File: src/rtl/sm3_rslt_otpt_srlz_if.sv
// Result output bus of the SM3 digest serializer: word data, byte enables,
// valid/last qualifiers and the downstream ready backpressure.
interface sm3_rslt_otpt_srlz_if #(
  parameter int OTPT_DW = 32
);
  logic [OTPT_DW-1:0]   rslt_otpt_d;
  logic [OTPT_DW/8-1:0] rslt_otpt_vld_byte;
  logic                 rslt_otpt_vld;
  logic                 rslt_otpt_lst;
  logic                 rslt_otpt_rdy;

  modport master (
    output rslt_otpt_d,
    output rslt_otpt_vld_byte,
    output rslt_otpt_vld,
    output rslt_otpt_lst,
    input  rslt_otpt_rdy
  );

  modport slave (
    input  rslt_otpt_d,
    input  rslt_otpt_vld_byte,
    input  rslt_otpt_vld,
    input  rslt_otpt_lst,
    output rslt_otpt_rdy
  );
endinterface

File: src/rtl/sm3_rslt_otpt_srlz.sv
// Serializes a 256-bit SM3 digest into OTPT_DW-wide big-endian beats with valid/ready.
// Define SM3_RSLT_DBL_BUF_EN to add a pending buffer that absorbs a digest arriving mid-stream.
module sm3_rslt_otpt_srlz #(
  parameter int OTPT_DW = 32
) (
  input  logic                  clk,
  input  logic                  rst_n,
  input  logic [255:0]          cmprss_otpt_res,
  input  logic                  cmprss_otpt_vld,
  output logic                  cmprss_otpt_rdy,
  sm3_rslt_otpt_srlz_if.master  rslt,
  output logic                  rslt_ovfl_err
);
  localparam int BEAT_NUM = 256 / OTPT_DW;
  localparam int CNT_W    = $clog2(BEAT_NUM);
  localparam logic [CNT_W-1:0] CNT_PRE_LAST = CNT_W'(BEAT_NUM - 2);

  generate
    if (OTPT_DW != 32 && OTPT_DW != 64) begin : g_bad_dw
      $error("sm3_rslt_otpt_srlz: OTPT_DW must be 32 or 64");
    end
  endgenerate

  typedef enum logic {IDLE, SEND} state_t;

  state_t           state;
  logic [255:0]     holding;
  logic [CNT_W-1:0] cnt;
  logic             xfer;
  logic             last_xfer;
  logic             load;
  logic [255:0]     load_val;

  assign xfer      = rslt.rslt_otpt_vld & rslt.rslt_otpt_rdy;
  assign last_xfer = xfer & rslt.rslt_otpt_lst;

`ifdef SM3_RSLT_DBL_BUF_EN
  logic [255:0] pending;
  logic         pending_full;
  logic         pend_wr;

  assign cmprss_otpt_rdy = ~pending_full;

  // A buffered digest takes priority at the end of a stream; a fresh one is
  // loaded directly only when nothing is waiting.
  always_comb begin
    load     = 1'b0;
    load_val = cmprss_otpt_res;
    pend_wr  = 1'b0;
    if (last_xfer && pending_full) begin
      load     = 1'b1;
      load_val = pending;
    end else if (cmprss_otpt_vld && cmprss_otpt_rdy) begin
      if (state == IDLE || last_xfer) begin
        load = 1'b1;
      end else begin
        pend_wr = 1'b1;
      end
    end
  end

  always_ff @(posedge clk) begin
    if (!rst_n) begin
      pending      <= '0;
      pending_full <= 1'b0;
    end else if (pend_wr) begin
      pending      <= cmprss_otpt_res;
      pending_full <= 1'b1;
    end else if (last_xfer) begin
      pending_full <= 1'b0;
    end
  end
`else
  // Ready during the last accepted beat allows back-to-back digests with no bubble.
  assign cmprss_otpt_rdy = (state == IDLE) | (rslt.rslt_otpt_lst & rslt.rslt_otpt_rdy);
  assign load            = cmprss_otpt_vld & cmprss_otpt_rdy;
  assign load_val        = cmprss_otpt_res;
`endif

  // The data register holds the beat on the bus; holding keeps the remaining
  // words left-aligned so the next beat is always its top word.
  always_ff @(posedge clk) begin
    if (!rst_n) begin
      state                   <= IDLE;
      holding                 <= '0;
      cnt                     <= '0;
      rslt.rslt_otpt_d        <= '0;
      rslt.rslt_otpt_vld_byte <= '0;
      rslt.rslt_otpt_vld      <= 1'b0;
      rslt.rslt_otpt_lst      <= 1'b0;
      rslt_ovfl_err           <= 1'b0;
    end else begin
      rslt_ovfl_err <= cmprss_otpt_vld & ~cmprss_otpt_rdy;
      if (load) begin
        state                   <= SEND;
        holding                 <= {load_val[255-OTPT_DW:0], {OTPT_DW{1'b0}}};
        cnt                     <= '0;
        rslt.rslt_otpt_d        <= load_val[255 -: OTPT_DW];
        rslt.rslt_otpt_vld_byte <= '1;
        rslt.rslt_otpt_vld      <= 1'b1;
        rslt.rslt_otpt_lst      <= 1'b0;
      end else if (last_xfer) begin
        state                   <= IDLE;
        holding                 <= '0;
        cnt                     <= '0;
        rslt.rslt_otpt_d        <= '0;
        rslt.rslt_otpt_vld_byte <= '0;
        rslt.rslt_otpt_vld      <= 1'b0;
        rslt.rslt_otpt_lst      <= 1'b0;
      end else if (xfer) begin
        holding            <= holding << OTPT_DW;
        cnt                <= cnt + 1'b1;
        rslt.rslt_otpt_d   <= holding[255 -: OTPT_DW];
        rslt.rslt_otpt_lst <= (cnt == CNT_PRE_LAST);
      end
    end
  end

  a_stall_hold: assert property (@(posedge clk) disable iff (!rst_n)
    rslt.rslt_otpt_vld && !rslt.rslt_otpt_rdy |=>
      rslt.rslt_otpt_vld && $stable(rslt.rslt_otpt_d) && $stable(rslt.rslt_otpt_lst));

  a_lst_vld: assert property (@(posedge clk) disable iff (!rst_n)
    rslt.rslt_otpt_lst |-> rslt.rslt_otpt_vld);

  a_byte_en: assert property (@(posedge clk) disable iff (!rst_n)
    rslt.rslt_otpt_vld |-> (rslt.rslt_otpt_vld_byte == '1));
endmodule

File: src/flat_wrapper.sv
// flat-port wrapper written by rule: the top's interface ports become plain ports
module sm3_rslt_otpt_srlz_flat 
#(
  parameter int OTPT_DW = 32
)
  (clk, rst_n, cmprss_otpt_res, cmprss_otpt_vld, cmprss_otpt_rdy, rslt_ovfl_err, rslt_rslt_otpt_d, rslt_rslt_otpt_vld_byte, rslt_rslt_otpt_vld, rslt_rslt_otpt_lst, rslt_rslt_otpt_rdy);
  sm3_rslt_otpt_srlz_if #(.OTPT_DW(OTPT_DW)) rslt_i ();
  input  logic clk;
  input  logic rst_n;
  input  logic [255:0] cmprss_otpt_res;
  input  logic cmprss_otpt_vld;
  output logic cmprss_otpt_rdy;
  output logic rslt_ovfl_err;
  output wire logic [$bits(rslt_i.rslt_otpt_d)-1:0] rslt_rslt_otpt_d;
  output wire logic [$bits(rslt_i.rslt_otpt_vld_byte)-1:0] rslt_rslt_otpt_vld_byte;
  output wire logic [$bits(rslt_i.rslt_otpt_vld)-1:0] rslt_rslt_otpt_vld;
  output wire logic [$bits(rslt_i.rslt_otpt_lst)-1:0] rslt_rslt_otpt_lst;
  input wire logic [$bits(rslt_i.rslt_otpt_rdy)-1:0] rslt_rslt_otpt_rdy;
  assign rslt_rslt_otpt_d = rslt_i.rslt_otpt_d;
  assign rslt_rslt_otpt_vld_byte = rslt_i.rslt_otpt_vld_byte;
  assign rslt_rslt_otpt_vld = rslt_i.rslt_otpt_vld;
  assign rslt_rslt_otpt_lst = rslt_i.rslt_otpt_lst;
  assign rslt_i.rslt_otpt_rdy = rslt_rslt_otpt_rdy;
  sm3_rslt_otpt_srlz #(.OTPT_DW(OTPT_DW)) u_core (.clk(clk), .rst_n(rst_n), .cmprss_otpt_res(cmprss_otpt_res), .cmprss_otpt_vld(cmprss_otpt_vld), .cmprss_otpt_rdy(cmprss_otpt_rdy), .rslt(rslt_i), .rslt_ovfl_err(rslt_ovfl_err));
endmodule
File: config.mk
export PLATFORM = sky130hd
export DESIGN_NAME = sm3_rslt_otpt_srlz_flat
export DESIGN_NICKNAME = d
export VERILOG_FILES = /design/src/rtl/sm3_rslt_otpt_srlz_if.sv /design/src/rtl/sm3_rslt_otpt_srlz.sv /design/src/flat_wrapper.sv
export SDC_FILE = /design/constraint.sdc
export NUM_CORES = 1
export LEC_CHECK = 0
export CORE_MARGIN = 4
export CORE_UTILIZATION = 30
export DETAILED_ROUTE_END_ITERATION = 16
export PLACE_DENSITY = 0.62
export SYNTH_ARGS = -nofsm -noshare
export SYNTH_HDL_FRONTEND = slang
export SYNTH_SLANG_ARGS = --single-unit
File: constraint.sdc
create_clock -name clk -period 3.4 [get_ports clk]
set_clock_uncertainty 0.15 [all_clocks]
set_input_delay 0.51 -clock clk [delete_from_list [all_inputs] [get_ports clk]]
set_output_delay 0.51 -clock clk [all_outputs]
set_load 0.01 [all_outputs]
# After elaboration in Yosys (flattened, before gate mapping)
# Cells that the tools add are included.
totals:
  ff_bits: 266
  in_bits: 260
  out_inout_bits: 40
  wordCells: 31
classes:
  add_sub_neg: 1
  n_eq_ne: 1
  n_mux: 10
  bitwise_logic: 9
  reduce_logical: 3
op_table:
  columns: ["cell", "n"]
  rows:
  - ["2-to-1 mux 256 bit", 3]
  - ["2-to-1 mux 32 bit", 3]
  - ["2-to-1 mux 4 bit", 2]
  - ["AND 1 bit", 5]
  - ["adder 3 x 1 -> 3 bit (second input constant)", 1]
  - ["equality test 3 bit (second input constant)", 1]
  - ["NOT 1 bit", 3]
  - ["nonzero test 3 bit", 1]
  - ["OR reduction 3 bit", 1]
  - ["2-to-1 mux 1 bit", 2]
  - ["nonzero test 2 bit", 1]
  - ["OR 1 bit", 1]

# Logic depth before layout (Yosys ltp)
# Gate-level depths: netlist (run 1).
logic_depth:
  word_depth: 4
  ltp_mapped: 7
  ltp_nobuf: 4

# Worst setup path before layout (run 1)
# OpenSTA, ideal clock, no wires.
synth_timing:
  path_type: "input port to flip-flop"
  startpoint: "in rslt_rslt_otpt_rdy"
  endpoint: "reg u_core.holding[168]"
  setup_ns: 0.122
  t_arrival_ns: 1.543
  required_time_ns: 3.128
  setup_slack_ns: 1.585
  stages: 6
  n_path_buf: 3
  path_cell_list: "buf_4 and4b_1 buf_2 clkbuf_1 and2_1 a221o_1"
synth_via:
  elab_chain_len: 4
  elab_cells_between_ends: 8
  classes_between: "mux: 2; bitwise: 5; reduce/logical: 1"
synth_rtl:
  columns: ["item", "line", "source"]
  rows:
  - ["start, declared", "flat_wrapper.sv:18", "input wire logic [$bits(rslt_i.rslt_otpt_rdy)-1:0] rslt_rslt_otpt_rdy;"]
  - ["AND 1 bit (on tied branches)", "sm3_rslt_otpt_srlz.sv:75, sm3_rslt_otpt_srlz.sv:34", null]
  - ["OR 1 bit or AND 1 bit (tied branches)", "sm3_rslt_otpt_srlz.sv:75, sm3_rslt_otpt_srlz.sv:35", null]
  - ["AND 1 bit or 2-to-1 mux 256 bit (tied branches)", "sm3_rslt_otpt_srlz.sv:76, sm3_rslt_otpt_srlz.sv:102", null]
  - ["nonzero test 3 bit (no line) or 2-to-1 mux 256 bit (tied branches)", null, null]
  - ["end signal, assigned", "sm3_rslt_otpt_srlz.sv:96", "holding <= {load_val[255-OTPT_DW:0], {OTPT_DW{1'b0}}};"]
  - ["end signal, assigned", "sm3_rslt_otpt_srlz.sv:111", "holding <= holding << OTPT_DW;"]
  - ["end, declared", "sm3_rslt_otpt_srlz.sv:27", "logic [255:0] holding;"]
# Several ways; a longest one is shown, not always the timed one.
# A chain may end at the register's enable or synchronous reset.

==> results of run 1 <==
path summary, 6_finish.rpt:
kind,endpoint,cells past startpoint,slack (ns)
setup / recovery,cmprss_otpt_rdy,3,0.70
hold / removal,u_core.rslt_ovfl_err,4,0.17
setup reg to reg,u_core.holding[64],5,0.89
hold reg to reg,u_core.holding[45],1,0.31
sequential cells by signal, indices dropped and copies added (netlist names):
| signal | count |
|---|---|
| u_core.holding | 224 |
| u_core.rslt.rslt_otpt_d | 32 |
| u_core.cnt | 3 |
| u_core.rslt.rslt_otpt_lst | 1 |
| u_core.rslt.rslt_otpt_vld_byte | 1 |
| u_core.rslt_ovfl_err | 1 |
cell usage after synthesis (2+ instances only):
library cell	count
sky130_fd_sc_hd__a22o_1	32
sky130_fd_sc_hd__and3_1	185
sky130_fd_sc_hd__dfxtp_1	262
sky130_fd_sc_hd__ha_1	2
sky130_fd_sc_hd__o21ai_0	185
sky130_fd_sc_hd__buf_1	7
sky130_fd_sc_hd__o221ai_1	37
sky130_fd_sc_hd__buf_2	23
sky130_fd_sc_hd__a221o_1	95
sky130_fd_sc_hd__a21oi_1	4
sky130_fd_sc_hd__mux2i_1	92
sky130_fd_sc_hd__and2_1	68
sky130_fd_sc_hd__nand2_1	19
sky130_fd_sc_hd__a221oi_1	37
sky130_fd_sc_hd__buf_4	22
sky130_fd_sc_hd__inv_1	2
sky130_fd_sc_hd__nor2_1	68
sky130_fd_sc_hd__nand3_1	2
sky130_fd_sc_hd__buf_6	5
sky130_fd_sc_hd__clkbuf_1	104
sky130_fd_sc_hd__a211o_1	92
cells by family after synthesis:
family	Yosys count	share of synthesized area, %
compound gates	484	28.95
simple gates	350	15.77
flops	262	41.60
buf+inv	164	6.063
mux	93	7.423
fa+ha+maj	2	0.1984
layer usage:
layer / vias to the layer above / part of all wire [%]
li1: 5607 / -
met1: 5558 / 43
met4: 20 / 2.3
met3: 69 / 8.3
met5: - / 0.27
met2: 458 / 46
where the power goes:
group	switching, mW	internal [mW]
combinational	0.497	0.645
sequential	0.190	3.30
clock	1.35	1.99
total	2.04	5.93
metrics by stage:
stage               util, %  area, µm²
floorplan                 -      12610
global placement      38.19      15730
detailed placement    38.19      15730
CTS                   40.65      16750
global route          40.66      16750
finish                40.67      16750
layout make-up:
cell class / instances / area (µm²) / area share, %
inverter: 3 / 13.76 / 0.08214
sequential: 262 / 5253 / 31.35
tap: 532 / 665.6 / 3.973
antenna: 2 / 5.005 / 0.02987
timing repair buffer: 318 / 3197 / 19.08
clock buffer: 44 / 863.3 / 5.153
clock inverter: 12 / 152.6 / 0.9111
multi-input combinational: 929 / 6605 / 39.42
critical path, cell delays in order, from the launching register on:
cell,delay [ns]
sky130_fd_sc_hd__dfxtp_4,0.54
sky130_fd_sc_hd__a21boi_2,0.31
sky130_fd_sc_hd__inv_1,0.08
sky130_fd_sc_hd__clkdlybuf4s50_1,0.55
==> metrics.txt, run 1 <==
# TYPE chip_impl_metric gauge
chip_impl_info{name="run_status",value="finished, final reports clean"} 1
chip_impl_metric{name="gr_util_met1",unit="%"} 24.93
chip_impl_metric{name="insertion_delay",unit="ns"} 0.57
chip_impl_metric{name="synth.avg_cell_area",unit="µm²"} 9.305
chip_impl_metric{name="final.fill_count",unit=""} 4010
chip_impl_metric{name="yosys_register_bits",unit=""} 262
chip_impl_metric{name="fmax",unit="GHz"} 0.3700
chip_impl_metric{name="final_layout_size_suffix_gt1_share",unit="%"} 5.102
chip_impl_metric{name="synth_seq_area_share",unit="%"} 41.60
chip_impl_info{name="yosys_most_used_dff",value="sky130_fd_sc_hd__dfxtp_1"} 1
chip_impl_info{name="globalRoute.busiestLayer",value="met2"} 1
chip_impl_metric{name="antenna_left",unit=""} 0
chip_impl_metric{name="p_leak",unit="nW"} 6.946
chip_impl_info{name="cts_tree",value="built"} 1
chip_impl_metric{name="portBuffers",unit=""} 299
chip_impl_metric{name="synth_largest_type_area_fraction",unit="%"} 41.60
chip_impl_metric{name="finalNonFillerCells",unit=""} 2102
chip_impl_info{name="worst_setup_path_start_kind",value="flop"} 1
chip_impl_metric{name="synthDistinctLibCells",unit=""} 33
chip_impl_metric{name="die_height",unit="µm"} 213.0
chip_impl_metric{name="drtPass1Iterations",unit=""} 7
chip_impl_info{name="min_from",value="rslt_rslt_otpt_rdy"} 1
chip_impl_metric{name="detailed_placer_s_ending_hpwl",unit="µm"} 29030
chip_impl_metric{name="timing.critical_path.fanout_max",unit=""} 26
chip_impl_metric{name="max_slew.worst_pin.slew",unit="ns"} 1.027
chip_impl_metric{name="die_boundary_width",unit="µm"} 213.0
chip_impl_metric{name="drv.max_cap_violation_count",unit=""} 0
chip_impl_metric{name="setup-violations-final",unit=""} 0
chip_impl_metric{name="setup_tns",unit="ns"} 0
chip_impl_metric{name="postCtsHoldBufs",unit=""} 0
chip_impl_metric{name="numClockSinks",unit=""} 262
chip_impl_metric{name="synth_enable_flop_cells",unit=""} 0
chip_impl_info{name="crit_path_start",value="u_core.rslt.rslt_otpt_vld_byte[2]"} 1
chip_impl_metric{name="number_of_global_route_vias_before_repair",unit=""} 10934
chip_impl_metric{name="final_wl",unit="µm"} 44410
chip_impl_metric{name="hold_violations",unit=""} 0
chip_impl_metric{name="grtUsageMet3",unit="%"} 4.922
chip_impl_metric{name="full_die_area",unit="mm²"} 0.04537
chip_impl_metric{name="detail_route.vias_per_cell",unit=""} 5.572
chip_impl_metric{name="syn-num-nets",unit=""} 1617
chip_impl_info{name="crit-reg2reg-launch",value="u_core.rslt.rslt_otpt_vld_byte[2]"} 1
chip_impl_metric{name="worst_slew_margin_rel",unit="%"} 31.54
chip_impl_info{name="hp-class",value="in2reg"} 1
chip_impl_info{name="crit_type",value="reg2out"} 1
chip_impl_metric{name="power.total",unit="mW"} 7.973
chip_impl_info{name="setup.worst_path.end_class",value="output port"} 1
chip_impl_metric{name="cts-buffers-inserted",unit=""} 30
chip_impl_metric{name="synth_warnings",unit=""} 0
chip_impl_metric{name="post-route-min-period",unit="ns"} 2.703
chip_impl_info{name="leading_cell_types_in_the_layout_fill_and_taps_excluded",value="sky130_fd_sc_hd__clkdlybuf4s50_1, sky130_fd_sc_hd__dfxtp_1, sky130_fd_sc_hd__o21ai_0"} 1
chip_impl_info{name="rsz0062_at_grt",value="false"} 1
chip_impl_metric{name="placedCellCount",unit=""} 2044
chip_impl_metric{name="ctsLongestPathBuffers",unit=""} 3
chip_impl_metric{name="num_rows",unit=""} 74
chip_impl_metric{name="critPathRequiredTime",unit="ns"} 2.74
chip_impl_metric{name="timing.final.ws_setup",unit="ns"} 0.6974
chip_impl_metric{name="post_cts_setup_buffer_count",unit=""} 0
chip_impl_metric{name="path_clk_slew",unit="ns"} 0.06
chip_impl_metric{name="grt_max_degree",unit=""} 115
chip_impl_metric{name="finish.net_count",unit=""} 1806
chip_impl_info{name="yosysTopAreaCell",value="sky130_fd_sc_hd__dfxtp_1"} 1
chip_impl_metric{name="mappedNetlistArea",unit="mm²"} 0.01261
chip_impl_metric{name="design.portCount",unit=""} 300
chip_impl_metric{name="initialDrtViolationCount",unit=""} 1118
chip_impl_metric{name="detail_route.wl_per_cell",unit="µm"} 21.13
chip_impl_metric{name="route.detailed.drc",unit=""} 0
chip_impl_metric{name="post_cts_resized",unit=""} 0
chip_impl_metric{name="vias",unit=""} 11712
chip_impl_metric{name="worst_ep_arrival_time",unit="ns"} 2.04
chip_impl_metric{name="finalWeightedCongestion",unit=""} 0.8143
chip_impl_metric{name="grt_antenna_before_repair",unit=""} 12
chip_impl_metric{name="synth_async_sr_flop_share",unit="%"} 0
chip_impl_metric{name="fp.coreArea",unit="mm²"} 0.04120
chip_impl_info{name="cts-root-buf",value="sky130_fd_sc_hd__clkbuf_16"} 1
chip_impl_metric{name="grt.met2_usage",unit="%"} 28.72
chip_impl_info{name="layout.cells.most_common",value="sky130_fd_sc_hd__clkdlybuf4s50_1"} 1
chip_impl_info{name="synth.top_cells.by_area",value="sky130_fd_sc_hd__dfxtp_1, sky130_fd_sc_hd__and3_1, sky130_fd_sc_hd__a221o_1"} 1
chip_impl_metric{name="grt_pass1_wl",unit="µm"} 65920
chip_impl_metric{name="globalRouteTotalUtil",unit="%"} 18.17
chip_impl_metric{name="h-tree-depth",unit=""} 1
chip_impl_metric{name="holdWs",unit="ns"} 0.1741
chip_impl_metric{name="power.ir.vdd_worst",unit="V"} 0.0003326
chip_impl_metric{name="timing.final.crit_share",unit="%"} 79.49
chip_impl_metric{name="place_worst_setup_slack",unit="ns"} 0.6137
chip_impl_metric{name="final-max-slew-violation-count",unit=""} 0
chip_impl_metric{name="floorplan.initialDensity",unit="%"} 30.60
chip_impl_metric{name="global_route.overflow_total",unit=""} 0
chip_impl_metric{name="power-per-cell-area",unit="mW/mm²"} 475.9
chip_impl_metric{name="area.growth.synth_to_final",unit="%"} 32.89
chip_impl_metric{name="netlist_instances",unit=""} 1355
(Power assumes the default switching activity.)
==> inputs of run 2 (changes only) <==
- clock period: 3.4 -> 2.6 ns (I/O delays scaled with it)
==> run 2 against run 1 <==
Net effect:
- register-to-register slack got worse by 0.29 ns
- critical path type unchanged
- routed wire length about the same
- global-route usage increased by 0.16 points
- sequential power increased by 31%
- worst hold slack got worse by 0.091 ns
- largest power group unchanged
- cell count about the same
- final area about the same
- core utilization about the same
- setup slack got worse by 0.55 ns
- clock power increased by 20%
==> metrics.txt, run 2 (synthesis results as in run 1) <==
# TYPE chip_impl_metric gauge
chip_impl_info{name="run_status",value="finished, final reports clean"} 1
chip_impl_metric{name="setup_tns",unit="ns"} 0
chip_impl_metric{name="power.share.switching",unit="%"} 25.76
chip_impl_metric{name="post-route-util",unit="%"} 40.70
chip_impl_metric{name="h-tree-depth",unit=""} 1
chip_impl_metric{name="drv.max_cap_violation_count",unit=""} 0
chip_impl_metric{name="power-per-cell-area",unit="mW/mm²"} 602.0
chip_impl_metric{name="initialDrtViolationCount",unit=""} 1379
chip_impl_metric{name="fp.coreArea",unit="mm²"} 0.04120
chip_impl_info{name="layout.cells.most_common",value="sky130_fd_sc_hd__clkdlybuf4s50_1"} 1
chip_impl_info{name="rsz0062_at_grt",value="false"} 1
chip_impl_metric{name="dpl_cell_area",unit="mm²"} 0.01585
chip_impl_metric{name="critPathRequiredTime",unit="ns"} 2.06
chip_impl_info{name="critical-path-slowest-cell",value="sky130_fd_sc_hd__clkdlybuf4s50_1"} 1
chip_impl_metric{name="path_clk_slew",unit="ns"} 0.06
chip_impl_metric{name="portBuffers",unit=""} 299
chip_impl_metric{name="critPathMaxStageDelay",unit="ns"} 0.61
chip_impl_metric{name="ctsLongestPathBuffers",unit=""} 3
chip_impl_info{name="timing.critical_path.cells",value="a21boi_2 -> inv_1 -> clkdlybuf4s50_1"} 1
chip_impl_metric{name="finalWeightedCongestion",unit=""} 0.8055
chip_impl_metric{name="design.portCount",unit=""} 300
chip_impl_metric{name="grt_max_degree",unit=""} 98
chip_impl_metric{name="antenna_left",unit=""} 0
chip_impl_metric{name="combPwrFrac",unit="%"} 15.1
chip_impl_info{name="leading_cell_types_in_the_layout_fill_and_taps_excluded",value="sky130_fd_sc_hd__clkdlybuf4s50_1, sky130_fd_sc_hd__dfxtp_1, sky130_fd_sc_hd__o21ai_0"} 1
chip_impl_metric{name="worst_slew_margin_rel",unit="%"} 44.66
chip_impl_metric{name="post-route-cell-area",unit="mm²"} 0.01677
chip_impl_metric{name="max_slew.worst_pin.slew",unit="ns"} 0.8302
chip_impl_metric{name="worst_ep_arrival_time",unit="ns"} 1.92
chip_impl_metric{name="cts-buffers-inserted",unit=""} 29
chip_impl_metric{name="detail_route.wl_per_cell",unit="µm"} 21.14
chip_impl_info{name="hp-class",value="in2reg"} 1
chip_impl_metric{name="clockPowerShare",unit="%"} 39.7
chip_impl_info{name="worst_setup_path_start_kind",value="flop"} 1
chip_impl_metric{name="number_of_global_route_vias_before_repair",unit=""} 11083
chip_impl_metric{name="insertion_delay",unit="ns"} 0.57
chip_impl_metric{name="grt_pass1_wl",unit="µm"} 66650
chip_impl_metric{name="power.ir.vdd_worst",unit="V"} 0.0004535
chip_impl_metric{name="area.growth.synth_to_final",unit="%"} 33.02
chip_impl_metric{name="p_leak",unit="nW"} 6.950
chip_impl_metric{name="fmax",unit="GHz"} 0.4072
chip_impl_metric{name="grt_antenna_before_repair",unit=""} 9
chip_impl_info{name="setup.worst_path.end_class",value="output port"} 1
chip_impl_metric{name="timing.final.crit_share",unit="%"} 94.44
chip_impl_metric{name="hold_violations",unit=""} 0
chip_impl_metric{name="floorplan.initialDensity",unit="%"} 30.60
chip_impl_metric{name="die_boundary_width",unit="µm"} 213.0
chip_impl_info{name="cts_tree",value="built"} 1
chip_impl_metric{name="setup-violations-final",unit=""} 0
chip_impl_info{name="register_name_with_the_most_flops",value="u_core.holding"} 1
chip_impl_metric{name="vias",unit=""} 11735
chip_impl_metric{name="post-route-min-period",unit="ns"} 2.456
chip_impl_metric{name="detail_route.vias_per_cell",unit=""} 5.585
chip_impl_metric{name="full_die_area",unit="mm²"} 0.04537
chip_impl_info{name="layout_top_registers",value="u_core.holding (224), u_core.rslt.rslt_otpt_d (32), u_core.cnt (3)"} 1
chip_impl_info{name="crit_type",value="reg2out"} 1
chip_impl_metric{name="route.detailed.drc",unit=""} 0
chip_impl_metric{name="detailed_placer_s_ending_hpwl",unit="µm"} 29640
chip_impl_metric{name="die_height",unit="µm"} 213.0
chip_impl_metric{name="final_layout_size_suffix_gt1_share",unit="%"} 5.038
chip_impl_metric{name="num_rows",unit=""} 74
chip_impl_metric{name="globalRouteTotalUtil",unit="%"} 18.33
chip_impl_metric{name="finish.net_count",unit=""} 1813
chip_impl_metric{name="numClockSinks",unit=""} 262
chip_impl_metric{name="timing.critical_path.fanout_max",unit=""} 22
chip_impl_metric{name="internal-power",unit="mW"} 7.495
chip_impl_metric{name="power.sequential.fraction",unit="%"} 45.2
chip_impl_metric{name="power_switching",unit="mW"} 2.601
chip_impl_metric{name="final_wl",unit="µm"} 44410
chip_impl_metric{name="drtPass1Iterations",unit=""} 6
chip_impl_metric{name="final-max-slew-violation-count",unit=""} 0
chip_impl_metric{name="largest_reg_flops",unit=""} 224
chip_impl_metric{name="global_route.overflow_total",unit=""} 0
chip_impl_info{name="cts-root-buf",value="sky130_fd_sc_hd__clkbuf_16"} 1
-- run 2: metrics by stage --
step	setup WS (ns)	cells	power, mW	hold WS, ns
final	0.1445	2101	10.10	0.08345
after global routing	0.05449	2100	10.53	0.1053
after CTS	0.02812	2100	10.20	0.04906
after detailed placement	0.4557	2051	6.166	0.2982
after global placement	0.5245	2051	6.133	0.2989
after floorplan	0.8156	1355	5.364	0.2839
-- run 2: path summary, 6_finish.rpt --
check | slack, ns | cells after the start | startpoint | end
setup / recovery | 0.14 | 3 | u_core.rslt.rslt_otpt_lst | cmprss_otpt_rdy
hold / removal | 0.08 | 4 | rslt_rslt_otpt_rdy | u_core.rslt_ovfl_err
setup reg to reg | 0.60 | 4 | u_core.rslt.rslt_otpt_lst | u_core.holding[81]
hold reg to reg | 0.32 | 1 | u_core.holding[39] | u_core.holding[39]
-- run 2: layer usage --
metal	GRT usage [%]	vias up	wire length, µm
met5	0	-	127
met2	28.92	416	20380
met3	5.113	61	3633
li1	-	5600	-
met1	25.17	5640	19320
met4	3.998	18	950
-- run 2: power by group through the flow --
| stage | combinational, mW | sequential, mW | clock, mW |
|---|---|---|---|
| CTS | 1.53 | 4.56 | 4.11 |
| global route | 1.67 | 4.59 | 4.26 |
| floorplan | 0.812 | 4.55 | 0 |
| global placement | 1.49 | 4.64 | 0 |
| finish | 1.53 | 4.56 | 4.01 |
| detailed placement | 1.52 | 4.65 | 0 |
-- run 2: final cells by class --
| cell class | count | area [µm²] |
|---|---|---|
| diodes | 1 | 2.502 |
| clock buffers | 43 | 838.3 |
| clock inverters | 5 | 67.56 |
| fillers | 3992 | 24430 |
| inverters | 3 | 13.76 |
| multi-input cells | 929 | 6605 |
| flip-flops and latches | 262 | 5253 |
| well taps | 532 | 665.6 |
| repair buffers | 326 | 3326 |
-- run 2: what timing repair did --
item                                    4_1_cts  5_1_grt
resized for setup                             0        1
endpoints found under the setup margin        0        5
setup buffers                                 0        0
endpoints found under the hold margin         1        0
hold buffers                                  1        0
-- run 2: critical path: cells and delay by family (launching register included) --
kind | cells | cell delay [ns]
buffers and inverters | 2 | 0.70
DFF | 1 | 0.51
AOI/OAI and AO/OA | 1 | 0.13
